--- src/rtl/imm_ext_pipe.sv ---
// Registered RISC-V immediate generator between decode and execute.
// A two-entry skid buffer (head + skid) keeps in_ready purely registered.
module imm_ext_pipe #(
    parameter int XLEN  = 32,
    parameter int TAG_W = 5
) (
    input  logic             clk,
    input  logic             rst_n,
    input  logic             flush,
    input  logic             in_valid,
    output logic             in_ready,
    input  logic [24:0]      in_instr,
    input  logic [2:0]       in_imm_src,
    input  logic [TAG_W-1:0] in_tag,
    output logic             out_valid,
    input  logic             out_ready,
    output logic [XLEN-1:0]  out_imm,
    output logic [TAG_W-1:0] out_tag,
    output logic             out_illegal
);

    typedef enum logic [1:0] {
        ST_EMPTY = 2'b00,
        ST_ONE   = 2'b01,
        ST_FULL  = 2'b10
    } state_t;

    localparam logic [2:0] FMT_I     = 3'b000;
    localparam logic [2:0] FMT_S     = 3'b001;
    localparam logic [2:0] FMT_B     = 3'b010;
    localparam logic [2:0] FMT_J     = 3'b011;
    localparam logic [2:0] FMT_U     = 3'b100;
    localparam logic [2:0] FMT_Z     = 3'b101;
    localparam logic [2:0] FMT_SHAMT = 3'b110;

    // Builds the immediate at 64 bits and truncates, so one set of
    // concatenations serves both XLEN values. Result is {illegal, imm}.
    function automatic logic [XLEN:0] ext_imm(input logic [24:0] instr_hi,
                                              input logic [2:0]  imm_src);
        logic [31:0] ins;
        logic [63:0] wide;
        logic        s;
        logic        ill;
        ins  = {instr_hi, 7'b0000000};
        s    = ins[31];
        ill  = 1'b0;
        wide = 64'd0;
        case (imm_src)
            FMT_I:     wide = {{52{s}}, ins[31:20]};
            FMT_S:     wide = {{52{s}}, ins[31:25], ins[11:7]};
            FMT_B:     wide = {{52{s}}, ins[7], ins[30:25], ins[11:8], 1'b0};
            FMT_J:     wide = {{44{s}}, ins[19:12], ins[20], ins[30:21], 1'b0};
            FMT_U:     wide = {{32{s}}, ins[31:12], 12'h000};
            FMT_Z:     wide = {59'd0, ins[19:15]};
            FMT_SHAMT: wide = (XLEN == 64) ? {58'd0, ins[25:20]} : {59'd0, ins[24:20]};
            default: begin
                wide = 64'd0;
                ill  = 1'b1;
            end
        endcase
        return {ill, wide[XLEN-1:0]};
    endfunction

    state_t            state_r;
    logic [XLEN-1:0]   head_imm_r;
    logic [TAG_W-1:0]  head_tag_r;
    logic              head_ill_r;
    logic [XLEN-1:0]   skid_imm_r;
    logic [TAG_W-1:0]  skid_tag_r;
    logic              skid_ill_r;
    logic              out_valid_r;
    logic              in_ready_r;

    logic              accept_s;
    logic              pop_s;
    logic [XLEN-1:0]   new_imm_s;
    logic              new_ill_s;

    // Handshake qualifiers and extension of the incoming instruction.
    always_comb begin
        accept_s  = 1'b0;
        pop_s     = 1'b0;
        new_imm_s = '0;
        new_ill_s = 1'b0;
        accept_s  = in_valid & in_ready_r;
        pop_s     = out_valid_r & out_ready;
        {new_ill_s, new_imm_s} = ext_imm(in_instr, in_imm_src);
    end

    // Occupancy FSM; data registers only load on the moves that target them.
    always_ff @(posedge clk or negedge rst_n) begin
        if (!rst_n) begin
            state_r     <= ST_EMPTY;
            head_imm_r  <= '0;
            head_tag_r  <= '0;
            head_ill_r  <= 1'b0;
            skid_imm_r  <= '0;
            skid_tag_r  <= '0;
            skid_ill_r  <= 1'b0;
            out_valid_r <= 1'b0;
            in_ready_r  <= 1'b1;
        end else if (flush) begin
            state_r     <= ST_EMPTY;
            out_valid_r <= 1'b0;
            in_ready_r  <= 1'b1;
        end else begin
            case (state_r)
                ST_EMPTY: begin
                    if (accept_s) begin
                        head_imm_r  <= new_imm_s;
                        head_tag_r  <= in_tag;
                        head_ill_r  <= new_ill_s;
                        state_r     <= ST_ONE;
                        out_valid_r <= 1'b1;
                        in_ready_r  <= 1'b1;
                    end else begin
                        state_r     <= ST_EMPTY;
                    end
                end
                ST_ONE: begin
                    if (accept_s && pop_s) begin
                        head_imm_r <= new_imm_s;
                        head_tag_r <= in_tag;
                        head_ill_r <= new_ill_s;
                    end else if (accept_s) begin
                        skid_imm_r <= new_imm_s;
                        skid_tag_r <= in_tag;
                        skid_ill_r <= new_ill_s;
                        state_r    <= ST_FULL;
                        in_ready_r <= 1'b0;
                    end else if (pop_s) begin
                        state_r     <= ST_EMPTY;
                        out_valid_r <= 1'b0;
                    end else begin
                        state_r <= ST_ONE;
                    end
                end
                ST_FULL: begin
                    if (pop_s) begin
                        head_imm_r <= skid_imm_r;
                        head_tag_r <= skid_tag_r;
                        head_ill_r <= skid_ill_r;
                        state_r    <= ST_ONE;
                        in_ready_r <= 1'b1;
                    end else begin
                        state_r <= ST_FULL;
                    end
                end
                default: begin
                    state_r     <= ST_EMPTY;
                    out_valid_r <= 1'b0;
                    in_ready_r  <= 1'b1;
                end
            endcase
        end
    end

    assign in_ready    = in_ready_r;
    assign out_valid   = out_valid_r;
    assign out_imm     = head_imm_r;
    assign out_tag     = head_tag_r;
    assign out_illegal = head_ill_r;

endmodule

--- config.mk ---
export PLATFORM = sky130hd
export DESIGN_NAME = imm_ext_pipe
export DESIGN_NICKNAME = d
export VERILOG_FILES = /design/src/rtl/imm_ext_pipe.sv
export SDC_FILE = /design/constraint.sdc
export NUM_CORES = 1
export LEC_CHECK = 0
export BUFFER_PORTS_ARGS = -buffer_cell sky130_fd_sc_hd__buf_2
export CAP_MARGIN = 0
export CORE_AREA = 2 2 114 116
export CTS_BUF_LIST = sky130_fd_sc_hd__clkbuf_8 sky130_fd_sc_hd__clkbuf_16
export CTS_CLUSTER_DIAMETER = 50
export DETAILED_ROUTE_END_ITERATION = 10
export DIE_AREA = 0 0 116 118
export PLACE_DENSITY = 0.64
export SLEW_MARGIN = 5
export SYNTH_ARGS = -nofsm -noshare
export SYNTH_HDL_FRONTEND = slang
export SYNTH_SLANG_ARGS = --single-unit
--- constraint.sdc ---
create_clock -name clk -period 1.95 [get_ports clk]
set_input_delay 0.2925 -clock clk [delete_from_list [all_inputs] [get_ports clk]]
set_output_delay 0.2925 -clock clk [all_outputs]
set_load 0.02 [all_outputs]
# Yosys cells after proc, flatten, opt, wreduce, memory -nomap -nowiden
# Cells that the tools add are included.
# op_classes
n_eq_ne,18
n_bitwise,4
reduce_logical,9
n_mux,32
# op_table
operator,n
$pmux 32 s7,1
$mux 32,3
$pmux 32 s3,1
$ne 3x3->1 const B,6
$mux 1,15
$mux 5,3
$pmux 5 s3,1
$reduce_and 5->1,2
$eq 3x3->1 const B,3
$pmux 1 s3,3
$mux 2,4
$ne 2x2->1 const B,4
$reduce_and 4->1,2
$reduce_or 7->1,1
$eq 3x2->1 const B,2
$pmux 2 s3,1
$eq 3x1->1 const B,1
$logic_not 3->1,1
$reduce_bool 3->1,1
$and 1x1->1,2
$eq 2x1->1 const B,1
$eq 2x2->1 const B,1
$logic_not 2->1,1
$not 1->1,2
$logic_and 1x1->1,1
# word_totals
wordCells,72
reg_bits,80

# Depth between registers and ports, before layout
# logic_depth
depth_word,6
depth_mapped,7

# Worst setup path before layout
# No wires, ideal clock.
# synth_path
kind,reg-to-reg
from,reg in_ready_r (netlist: in_ready)
to,reg head_imm_r[0] (netlist: out_imm[0])
n_path_buf,1
period_less_slack_ps,1845
path_stages_with_launch,6
path_slack_ps,105
t_arrival_ps,1720
required_time_ps,1825
path_cell_list,dfstp_2 > and3b_2 > nand2b_2 > a21oi_4 > buf_6 > mux2_4
# synth_between
elab_chain_len,4
# synth_lines
element,line_no,text
start: declaration,72,logic in_ready_r;
start signal: assignment,101,in_ready_r <= 1'b1;
start signal: assignment,105,in_ready_r <= 1'b1;
start signal: assignment,115,in_ready_r <= 1'b1;
$and 1x1->1 *,85,accept_s = in_valid & in_ready_r;
$logic_and 1x1->1,121,if (accept_s && pop_s) begin
$ne 2x2->1 (no source line),n/a,
$reduce_and 5->1 (no source line) *,n/a,
end signal: assignment,110,head_imm_r <= new_imm_s;
end signal: assignment,122,head_imm_r <= new_imm_s;
end signal: assignment,140,head_imm_r <= skid_imm_r;
end: declaration,65,logic [XLEN-1:0] head_imm_r;
# Every way passes the cells marked *; elsewhere a longest branch is shown, timed or not.
# A chain may end at the register's enable or synchronous reset.

# Worst setup path after layout
# layout_path
from,reg in_ready_r (netlist: in_ready)
to,reg head_tag_r[2] (netlist: out_tag[2])
# layout_between
elab_chain_len,4
# layout_lines
element,line_no,text
$and 1x1->1 *,85,
$logic_and 1x1->1,121,
$ne 2x2->1 (no source line),n/a,
$reduce_and 5->1 (no source line) *,n/a,
end signal: assignment,111,head_tag_r <= in_tag;
end signal: assignment,123,head_tag_r <= in_tag;
end signal: assignment,141,head_tag_r <= skid_tag_r;
end: declaration,66,logic [TAG_W-1:0] head_tag_r;
# Marked as above.

==> flow_summary.json <==
{
  "slew_headroom_pct": 40.0,
  "antenna_found_initial": 1,
  "finalNetCount": 547,
  "post-place-ws_ns": 0.0603,
  "ys.flop_type": "dfrtp_1",
  "hold_path.class": "in -> reg",
  "power_density_nw_per_um2": 1260,
  "hp-start": "in_tag[3]",
  "place_hpwl_mm": 7.47,
  "grt_use_total_pct": 16.5,
  "netlist_area_um2": 4270,
  "postLayoutCellArea_um2": 5260,
  "required_ns": 2.17,
  "die_h_um": 118,
  "yosys.area.top_type": "dfrtp_1",
  "rr_startpoint": "in_ready",
  "status": "finished clean",
  "syn_nets": 473,
  "synth_most_common_cell": "nand2_1",
  "fin_crit_sh_pct": 95.2,
  "power_w": 0.00661,
  "drt_wl_total_mm": 11.0,
  "critPathLaunch": "in_ready",
  "area_growth_pct": 23.1,
  "syn_inst": 435,
  "routedWlPerCell_um": 16.0,
  "path_class": "reg -> reg",
  "drc": 0,
  "critPathCaptureType": "flip-flop",
  "syn_area_per_cell_um2": 9.82,
  "grt_overflow_total": 0,
  "rsz0062_at_grt": "false",
  "die_w_um": 116,
  "grt_max_degree": 46,
  "setup_slack_ns": 0.0930,
  "ys_async_sr_fraction_pct": 100,
  "synth_top_area_share_pct": 46.3,
  "synth.cells.most_frequent": "nand2_1 (125), dfrtp_1 (79), o21ai_0 (34), mux2_2 (23), mux2_4 (20)",
  "cts_buffer_depth": 2,
  "start_util_pct": 34.4,
  "yosysSeqAreaShare_pct": 46.9,
  "ys_warn_count": 0,
  "die_area_um2": 13700,
  "via_per_inst": 5.09,
  "grt_pass1_vias": 3397,
  "dp_cells": 665,
  "crit_buf_inv": 2,
  "synthDistinctLibCells": 39,
  "rows": 41,
  "final_cells": 687,
  "p_leak_nw": 2.57,
  "final_antenna_net_count": 0,
  "drive_gt1_share_pct": 31.7,
  "globalplace.congestion": 0.795,
  "cts_root_buf": "clkbuf_16",
  "fin_crit_ns": 1.86,
  "clk_latency_ns": 0.34,
  "coreArea_um2": 12400,
  "fmax_ghz": 0.539,
  "synth_edf_count": 0,
  "setup-tns-final_ns": 0,
  "crit_family": "flip-flops",
  "synth_top_cells_by_area": "dfrtp_1 (46%), nand2_1 (11%), mux2_4 (7.0%)",
  "hold_viol": 0,
  "start_kind": "flip-flop",
  "cap_violations": 0,
  "cts_tree": "built",
  "ioPinCount": 78,
  "clk_pin_slew_ns": 0.06,
  "grt_pass1_wl_mm": 17.6,
  "slew_viol_final": 0,
  "crit_path_cell_trace": "and3b_2, o21bai_4, a21oi_4, buf_12, clkbuf_16, mux2_4",
  "drtIter0Drc": 225,
  "n_fill_cell": 1197,
  "ir_drop_mv": 0.746,
  "clock_skew_ns": 0.00925,
  "worst_pin_slew_ns": 0.898,
  "setup_violations": 0,
  "synth_seq_cells": 80,
  "h-tree-depth": 3,
  "clkSinkCount": 80,
  "cpPeakStageDelay_ns": 0.55,
  "arrival_ns": 2.08,
  "port-buffer-count": 77,
  "cts_buffers": 9,
  "cp_max_fo": 11,
  "dpl_cell_area_um2": 4840,
  "first_pass_iters": 4,
  "vias": 3494,
  "crit_path_top_delay_cell": "dfstp_2"
}
cell usage in the layout, fill, tap and decap left out, types with 9 or more instances in the layout:
master     synthesis  routed
buf_4              1      14
dfrtp_1           79      79
mux2i_1            9       9
a21oi_1           18      18
o21ai_0           34      34
mux2_2            23      23
nor2b_1           12      11
clkbuf_16          0      11
buf_2             18      76
nor2_1            10      10
nand2_1          125     125
mux2_4            20      20
layer usage:
layer	routed length [µm]	part of all wire (%)	GRT usage [%]	up-vias
li1	-	-	-	1663
met1	4980	45	21.7	1706
met2	5130	47	25.8	111
met3	734	6.7	5.66	14
met4	167	1.5	4.54	0
met5	0	0	0	-
registers in the layout, summed over array words and instances (netlist names):
signal,flops
in_ready,1
out_tag,5
skid_tag_r,5
out_imm,32
out_illegal,1
skid_imm_r,32
out_valid,1
skid_ill_r,1
state_r,2
stage by stage:
stage               hold WS [ns]  util [%]
floorplan               -0.00309         -
global placement           0.339      38.9
detailed placement         0.346      39.0
CTS                        0.153      41.6
global route               0.153      42.3
finish                     0.161      42.3
area by class of cell:
type	count	area (µm²)	area share [%]
multi-input combinational	319	2090	39.8
clock buffer	10	239	4.55
tap	172	215	4.10
sequential	80	2000	38.1
antenna	1	2.50	0.0476
inverter	2	7.51	0.143
clock inverter	6	76.3	1.45
timing repair buffer	97	621	11.8
power breakdown:
group / leakage, nW / internal [W] / switching (W)
clock: 0.166 / 0.00114 / 0.000667
combinational: 1.38 / 0.000945 / 0.00115
sequential: 1.02 / 0.00233 / 0.000377
worst register-to-register path: stages, from the launching register on:
cell       delay [ns]
dfstp_2          0.55
and3b_2          0.26
o21bai_4         0.12
a21oi_4          0.16
buf_12           0.14
clkbuf_16        0.19
mux2_4           0.30
path summary, 6_finish.rpt:
| kind | depth (start not counted) | to | slack, ns |
|---|---|---|---|
| setup / recovery | 6 | out_tag[2] | 0.09 |
| hold / removal | 3 | skid_tag_r[3] | 0.16 |
| setup reg to reg | 6 | out_tag[2] | 0.09 |
| hold reg to reg | 2 | skid_tag_r[1] | 0.47 |
| max in group asynchronous | 3 | out_imm[7] | 0.82 |
| min in group asynchronous | 2 | out_imm[21] | 0.50 |
cell families (layout without fill, tap and decap cells):
family	count (synthesis)	after routing	share of synthesized area, %
AO/OA/AOI/OAI	81	81	12.1
buffers and inverters	36	115	4.66
flip-flops	80	80	46.9
multiplexers	52	52	15.2
other	0	1	0
AND/OR/NAND/NOR	186	186	21.2
what timing repair did:
action / 4_1_cts / 5_1_grt
buffers inserted: 0 / 2
setup endpoints to repair: 0 / 13
gates resized for setup: 0 / 3
hold buffers: 1 / 0
hold endpoints to repair: 38 / 0
Power figures use the tool's default switching activity.
